===== config.mk =====
export PLATFORM = sky130hd
export DESIGN_NAME = led_share_arbiter
export DESIGN_NICKNAME = d
export VERILOG_FILES = /design/src/rtl/led_share_arbiter.sv
export SDC_FILE = /design/constraint.sdc
export NUM_CORES = 1
export LEC_CHECK = 0
export CELL_PAD_IN_SITES_DETAIL_PLACEMENT = 1
export CELL_PAD_IN_SITES_GLOBAL_PLACEMENT = 1
export CORE_UTILIZATION = 41
export CTS_BUF_LIST = sky130_fd_sc_hd__clkbuf_16
export CTS_CLUSTER_DIAMETER = 60
export DETAILED_ROUTE_END_ITERATION = 10
export PLACE_DENSITY_LB_ADDON = 0.1
export RECOVER_POWER = 100
export SYNTH_ARGS = -nofsm -noshare
export SYNTH_HDL_FRONTEND = slang
export SYNTH_SLANG_ARGS = --single-unit

===== constraint.sdc =====
create_clock -name clk_i -period 2.5 [get_ports clk_i]
set_input_delay 0.5 -clock clk_i [delete_from_list [all_inputs] [get_ports clk_i]]
set_output_delay 0.5 -clock clk_i [all_outputs]
set_load 0.1 [all_outputs]

===== src/rtl/led_share_arbiter.sv =====
// led_share_arbiter: time-division round-robin sharing of 6 active-low LEDs among 3 requesters.
// Optional feature macro: LED_PREEMPT_EN (requester 0 preempts the others and wins every IDLE arbitration).
module led_share_arbiter #(
   parameter int TICK_DIV    = 13500000,
   parameter int SLICE_TICKS = 4,
   parameter int GAP_CYCLES  = 2
) (
   input  logic       clk_i,
   input  logic       rst_ni,
   input  logic [2:0] req_i,
   input  logic [5:0] pat0_i,
   input  logic [5:0] pat1_i,
   input  logic [5:0] pat2_i,
   output logic [2:0] grant_o,
   output logic       tick_o,
   output logic [5:0] led_o
);
   localparam int CW = (TICK_DIV > 1) ? $clog2(TICK_DIV) : 1;
   localparam int SW = $clog2(SLICE_TICKS + 1);
   localparam int GW = $clog2(GAP_CYCLES + 1);
   typedef enum logic [1:0] {IDLE, OWN, GAP} state_e;
   state_e        state_q, state_d;
   logic [CW-1:0] cnt_q, cnt_d;
   logic          tick_q, tick_d;
   logic [SW-1:0] slice_q, slice_d;
   logic [GW-1:0] gap_q, gap_d;
   logic [1:0]    last_q, last_d;
   logic [2:0]    grant_q, grant_d;
   logic [5:0]    led_q, led_d;
   logic [1:0]    cand1, cand2, sel;
   logic [5:0]    cur_pat;
   logic          expire, others, own_req, preempt, gap_last;

   // prescaler wraps at TICK_DIV-1; the tick pulse is the registered wrap
   always_comb begin
      tick_d = cnt_q == CW'(TICK_DIV - 1);
      cnt_d  = tick_d ? '0 : cnt_q + 1'b1;
   end

   // round-robin pick starting after the last owner; last_q doubles as the current owner index
   always_comb begin
      cand1   = (last_q == 2'd2) ? 2'd0 : last_q + 2'd1;
      cand2   = (cand1 == 2'd2) ? 2'd0 : cand1 + 2'd1;
      sel     = req_i[cand1] ? cand1 : req_i[cand2] ? cand2 : last_q;
`ifdef LED_PREEMPT_EN
      sel     = req_i[0] ? 2'd0 : sel;
      preempt = req_i[0] && !grant_q[0];
`else
      preempt = 1'b0;
`endif
      cur_pat  = (last_q == 2'd0) ? pat0_i : (last_q == 2'd1) ? pat1_i : pat2_i;
      own_req  = |(req_i & grant_q);
      others   = |(req_i & ~grant_q);
      expire   = tick_q && (slice_q == SW'(SLICE_TICKS - 1));
      gap_last = gap_q == GW'(GAP_CYCLES - 1);
   end

   // state register plus all registered outputs and counters
   always_ff @(posedge clk_i or negedge rst_ni) begin
      if (!rst_ni) begin
         state_q <= IDLE;
         cnt_q   <= '0;
         tick_q  <= 1'b0;
         slice_q <= '0;
         gap_q   <= '0;
         last_q  <= 2'd2;
         grant_q <= '0;
         led_q   <= 6'h3F;
      end else begin
         state_q <= state_d;
         cnt_q   <= cnt_d;
         tick_q  <= tick_d;
         slice_q <= slice_d;
         gap_q   <= gap_d;
         last_q  <= last_d;
         grant_q <= grant_d;
         led_q   <= led_d;
      end
   end

   // next state: owner drop, preemption or contended slice expiry all leave OWN through GAP
   always_comb begin
      state_d = state_q;
      case (state_q)
         IDLE:    state_d = |req_i ? OWN : IDLE;
         OWN:     state_d = (!own_req || preempt || (expire && others)) ? GAP : OWN;
         GAP:     state_d = gap_last ? IDLE : GAP;
         default: state_d = IDLE;
      endcase
   end

   // outputs: LEDs show the owner pattern only while ownership continues, dark on entry and exit
   always_comb begin
      grant_d = '0;
      led_d   = 6'h3F;
      last_d  = last_q;
      slice_d = slice_q;
      gap_d   = (state_q == GAP && state_d == GAP) ? gap_q + 1'b1 : '0;
      if (state_q == IDLE && state_d == OWN) begin
         grant_d = 3'b001 << sel;
         last_d  = sel;
         slice_d = '0;
      end else if (state_q == OWN && state_d == OWN) begin
         grant_d = grant_q;
         led_d   = ~cur_pat;
         slice_d = expire ? '0 : slice_q + SW'(tick_q);
      end
   end

   assign grant_o = grant_q;
   assign tick_o  = tick_q;
   assign led_o   = led_q;
endmodule


== Yosys cells after proc, flatten, opt, wreduce, memory -nomap -nowiden ==
Index checks and enable logic that the tools add are counted.
Operators by class
  add/sub/neg operators: 5
  $mul: 0
  divide/modulo/power cells: 0
  magnitude comparators: 2
  eq/ne operators: 11
  shift-type cells: 1
  mux-type cells: 23
  bitwise operators: 4
  reduce and logical (&&, ||, !) cells: 13
Operators with widths (count)
  adder 24 x 1 -> 24 bit, second input constant: 1
  equality test 24 bit, second input constant: 1
  two-way mux 24 bit: 1
  two-way mux 6 bit: 4
  two-way mux 3 bit: 5
  two-way mux 2 bit: 7
  OR reduction 3 bit: 3
  equality test 2 x 1 -> 1 bit, second input constant: 4
  equality test 2 bit, second input constant: 4
  adder 2 x 1 -> 2 bit, second input constant: 3
  bitwise AND 3 bit: 2
  < comparator 2 x 3 -> 1 bit, second input constant: 2
  inverter 6 bit: 1
  one-hot mux 2 bit (3 select lines): 1
  logical AND 1 bit: 5
  binary-select mux 1 bit (select 2 bit): 2
  zero test 2 bit: 2
  adder 3 x 1 -> 3 bit: 1
  equality test 3 x 2 -> 1 bit, second input constant: 1
  two-way mux 1 bit: 3
  inverter 3 bit: 1
  << shifter 1 x 2 -> 3 bit, first input constant: 1
  != test 2 bit, second input constant: 1
  nonzero test 2 bit: 1
  other kinds (2): 2
Storage, ports and cells
  flip-flop bits (word level): 43
  latch bits: 0
  RAM bits: 0
  ROM bits: 0
  input bits: 23
  output and inout bits: 10
  logic and storage cells: 67
  memories: 0

== Depth between registers and ports, before layout ==
  depth in word-level cells: 11
  depth in mapped cells: 6
  gate-level depth less buffers: 5

== Worst setup path after synthesis ==
No wires, ideal clock.
  kind: reg-to-reg
  start point: reg grant_q[0], in the netlist grant_o[0]
  end point: reg slice_q[0]
  data arrival time: 2106 ps
  required time: 2421 ps
  path slack: 315 ps
  stages on the path, launching flop included: 5
  path through: dfrtp_1 a222oi_1 nor3_1 clkbuf_1 mux2i_1
Between the ends
  word-level cells in the longest chain between the ends: 10
Ends and longest elaborated chain
  start: declaration: line 28  | logic [2:0] grant_q, grant_d;
  start signal: assignment: line 76  | grant_q <= grant_d;
  inverter 3 bit: line 53  | others = |(req_i & ~grant_q);
  bitwise AND 3 bit: line 53
  OR reduction 3 bit: line 53
  logical AND 1 bit: line 86  | OWN: state_d = (!own_req || preempt || (expire && others)) ? GAP : OWN;
  logical OR 1 bit *: line 86
  two-way mux 2 bit *: line 86
  one-hot mux 2 bit (3 select lines) *: line 84  | case (state_q)
  equality test 2 x 1 -> 1 bit *: line 99, 103
  logical AND 1 bit, on equally long branches: line 99, 103
  two-way mux 3 bit or nonzero test 2 bit (tied branches)
  end signal: assignment: line 73  | slice_q <= slice_d;
  end: declaration: line 25  | logic [SW-1:0] slice_q, slice_d;
Every way passes the cells marked *; elsewhere a longest branch is shown, timed or not.
A chain may end at the register's enable or synchronous reset.

== Final worst setup path ==
  start point: in req_i[1]
  end point: reg led_q[4], in the netlist led_o[4]
Between the ends
  word-level cells in the longest chain between the ends: 10
Ends and longest elaborated chain
  start: declaration: line 10  | input logic [2:0] req_i,
  bitwise AND 3 bit, on equally long branches: line 52, 53
  OR reduction 3 bit, on equally long branches: line 52, 53
  zero test 1 bit or logical AND 1 bit (tied branches): line 86
  logical OR 1 bit: line 86
  two-way mux 2 bit: line 86
  one-hot mux 2 bit (3 select lines) *: line 84
  equality test 2 x 1 -> 1 bit *: line 99, 103
  logical AND 1 bit: line 103  | end else if (state_q == OWN && state_d == OWN) begin
  two-way mux 6 bit: line 103
  two-way mux 6 bit *: line 99  | if (state_q == IDLE && state_d == OWN) begin
  via led_d[4]: line 29  | logic [5:0] led_q, led_d;
  end signal: assignment: line 77  | led_q <= led_d;
  end: declaration: line 29
Mark *: on every way through the listed nets, which the timed path passes. The rest lies on a longest branch.

==> impl_metrics.tcl <==
set metrics [dict create \
    max-vdd-ir-drop_uv 375 \
    post-route-drc-count 0 \
    clock_sinks 43 \
    grt-ovfl-total 0 \
    core_um2 5070 \
    hold_class "primary input to async pin" \
    yosys.area.top_type_share_pct 41.8 \
    cap_violations 0 \
    initial_core_util_pct 42.5 \
    setup_viol 0 \
    slowest_stage "nor3_1" \
    port_buffers 32 \
    postCtsSetupRepairBufs 0 \
    final_common_cell "dfrtp_1" \
    period_needed_ns 2.26 \
    yosysUniqueCellTypes 46 \
    status "complete, no violations" \
    cts.htree.levels 2 \
    worst_slew_pin_slew_ns 1.17 \
    finalCritPeriodShare_pct 90.2 \
    synth-edff-count 0 \
    whs_ns 0.396 \
    n_antenna_cell 0 \
    fp.dieW_um 74.5 \
    r2r_start "cnt_q[0]$_DFF_PN0_" \
    power_density_nw_per_um2 808 \
    final_cell_mix "dfrtp_1, clkdlybuf4s50_1, nand2_1, nor2_1, clkbuf_1" \
    grt_pass1_vias 1817 \
    dp_cells 307 \
    cts-resized-gates 0 \
    path_max_fanout 7 \
    yosysTopAreaCell "dfrtp_1" \
    p_int_uw 1320 \
    syn_inst 207 \
    cts_hold_buf 0 \
    drive_gt1_share_pct 8.57 \
    synth_nets 234 \
    maxSlewViolCount 0 \
    r2r_cells 5 \
    syn_avg_cell_area_um2 10.4 \
    sequentialPowerShare_pct 41.3 \
    path_depth 5 \
    ios 33 \
    ys_seq_area_share_pct 50.3 \
    wirelength_mm 5.11 \
    combPwrFrac_pct 29.4 \
    critPathLaunch "req_i[1]" \
    cp-endpoint "led_o[4]$_DFF_PN1_" \
    grtUsageTotal_pct 21.1 \
    nets 271 \
    pwr-share-clk_pct 29.3 \
    swShare_pct 37.2 \
    cts_tree "built" \
    final_antenna_net_count 0 \
    path_delay_family "buffers and inverters" \
    required_ns 2.68 \
    rows 26 \
    crit_buf_inv 2 \
    grt_antenna_before_repair 0 \
    critPathLaunchType "primary input" \
    clock_latency_ns 0.28 \
    max-slew-margin-rel_pct 22.1 \
    crit_arrival_ns 2.44 \
    grt_pass1_wl_mm 8.71 \
    postSynth.asyncResetShare_pct 100 \
    critPathCaptureType "register" \
    wire_per_inst_um 16.2 \
    numCtsBuffers 5 \
    p_switching_uw 783 \
    path_clk_slew_ns 0.06 \
    cp_slowest_stage_delay_ns 0.69 \
    routabilityCongestion 0.759 \
    yosys-top-cells-area "dfrtp_1, dfstp_2, xnor2_1, mux2i_1, nand2_1" \
    rsz0062_at_grt "no" \
    yosysWarningCount 0 \
    grt_max_degree 43 \
    reg2reg_slack_ns 0.41 \
    crit_chain "clkdlybuf4s50_1 -> a222oi_1 -> nor3_1 -> clkbuf_2 -> o211ai_1" \
    cts_buffer_depth 2 \
    setup_tns_ns 0 \
    worstSetupPathType "primary input to register" \
    first_pass_iters 4 \
    hold_viol_final 0 \
    skew_ns 0.00308 \
    final_core_util_pct 51.4 \
    synth_area_um2 2160 \
    fin_cells 315 \
    synth-main-ff-cell "dfrtp_1" \
    cts-root-buf "clkbuf_16" \
    timing.fmax_mhz 443 \
    syn2layout_area_growth_pct 20.9 \
    hpwl_mm 3.85 \
    chipHeight_um 74.5 \
    viasPerCell 5.41 \
    r2r_end "cnt_q[22]$_DFF_PN0_" \
    yosys_register_bits 43 \
    vias 1703 \
    drt_iter0_drc 99 \
    die_area_um2 5560 \
    p_leak_uw 0.00108 \
]
metal layers:
layer | wire length (µm) | vias to the layer above | track usage [%] | part of all wire [%]
met5 | 0 | - | 0 | 0
met4 | 59 | 0 | 6.29 | 1.2
met3 | 121 | 5 | 4.61 | 2.4
met2 | 2800 | 16 | 39.0 | 55
met1 | 2130 | 862 | 24.3 | 42
li1 | - | 820 | - | -
worst reg2reg max path, stage by stage, from the launching register on:
cell     delay (ns)
dfrtp_1        0.39
ha_1           0.24
nand4_1        0.23
or3_1          0.48
or4_1          0.53
a21oi_1        0.15
cells by family (layout without fill, tap and decap cells):
logic type	Yosys count	count (layout)	share of synthesized area, %
compound gates	33	33	9.80
fa+ha+maj	4	4	2.32
buf+inv	9	47	1.68
xor+xnor	16	16	6.50
flops	43	43	50.3
mux	9	9	4.18
simple gates	93	93	25.2
final cells by class:
| type | instances | area [µm²] |
|---|---|---|
| multi-input combinational | 155 | 1020 |
| clock inverter | 3 | 15.0 |
| fill | 583 | 2470 |
| clock buffer | 5 | 125 |
| tap | 70 | 87.6 |
| inverter | 3 | 11.3 |
| timing repair buffer | 36 | 269 |
| sequential | 43 | 1080 |
synthesized netlist by cell type, types with 2 or more instances:
library cell / number
nor2b_1: 5
nor4bb_1: 2
nand3_1: 8
nand2b_1: 5
dfstp_2: 7
nand3_2: 2
nor3_1: 6
nand2_1: 19
inv_1: 3
o21bai_1: 2
clkbuf_1: 3
ha_1: 4
nor3b_1: 3
nor2_1: 17
buf_2: 2
o21ai_0: 8
a31oi_1: 2
dfrtp_1: 36
xnor2_1: 11
nor4_1: 5
o211ai_1: 7
nand4_1: 4
a21oi_1: 7
nand4b_1: 3
mux2i_1: 9
or3_1: 3
xor2_1: 5
power by group through the flow:
stage	Sequential, µW	Clock (µW)	Combinational, µW
6_report	870	618	619
5_1_grt	880	665	673
4_1_cts	872	639	658
3_5_place_dp	884	0	654
3_3_place_gp	873	0	633
2_1_floorplan	1070	0	280
flip-flops by register name (all words and copies together), names as in the netlist:
register,count
cnt_q,24
led_o,6
grant_o,3
slice_q,3
gap_q,2
last_q,2
state_q,2
tick_o,1
how the worst min path moves through the flow:
stage | start | end | slack, ns | cells past startpoint
2_1_floorplan | rst_ni | cnt_q[0]$_DFF_PN0_ | 0.20 | 0
3_3_place_gp | gap_q[0]$_DFF_PN0_ | gap_q[0]$_DFF_PN0_ | 0.42 | 1
3_5_place_dp | gap_q[0]$_DFF_PN0_ | gap_q[0]$_DFF_PN0_ | 0.44 | 1
4_1_cts | rst_ni | state_q[0]$_DFF_PN0_ | 0.40 | 1
5_1_grt | gap_q[0]$_DFF_PN0_ | gap_q[0]$_DFF_PN0_ | 0.46 | 1
6_report | rst_ni | cnt_q[7]$_DFF_PN0_ | 0.40 | 1
stage by stage:
step / worst slack [ns] / area [µm²] / total power (µW)
floorplan: 0.315 / 2160 / 1360
global placement: 0.118 / 2540 / 1510
detailed placement: -0.0154 / 2540 / 1540
CTS: 0.276 / 2680 / 2170
global route: 0.0731 / 2610 / 2220
finish: 0.244 / 2610 / 2110
(Power assumes the default switching activity.)
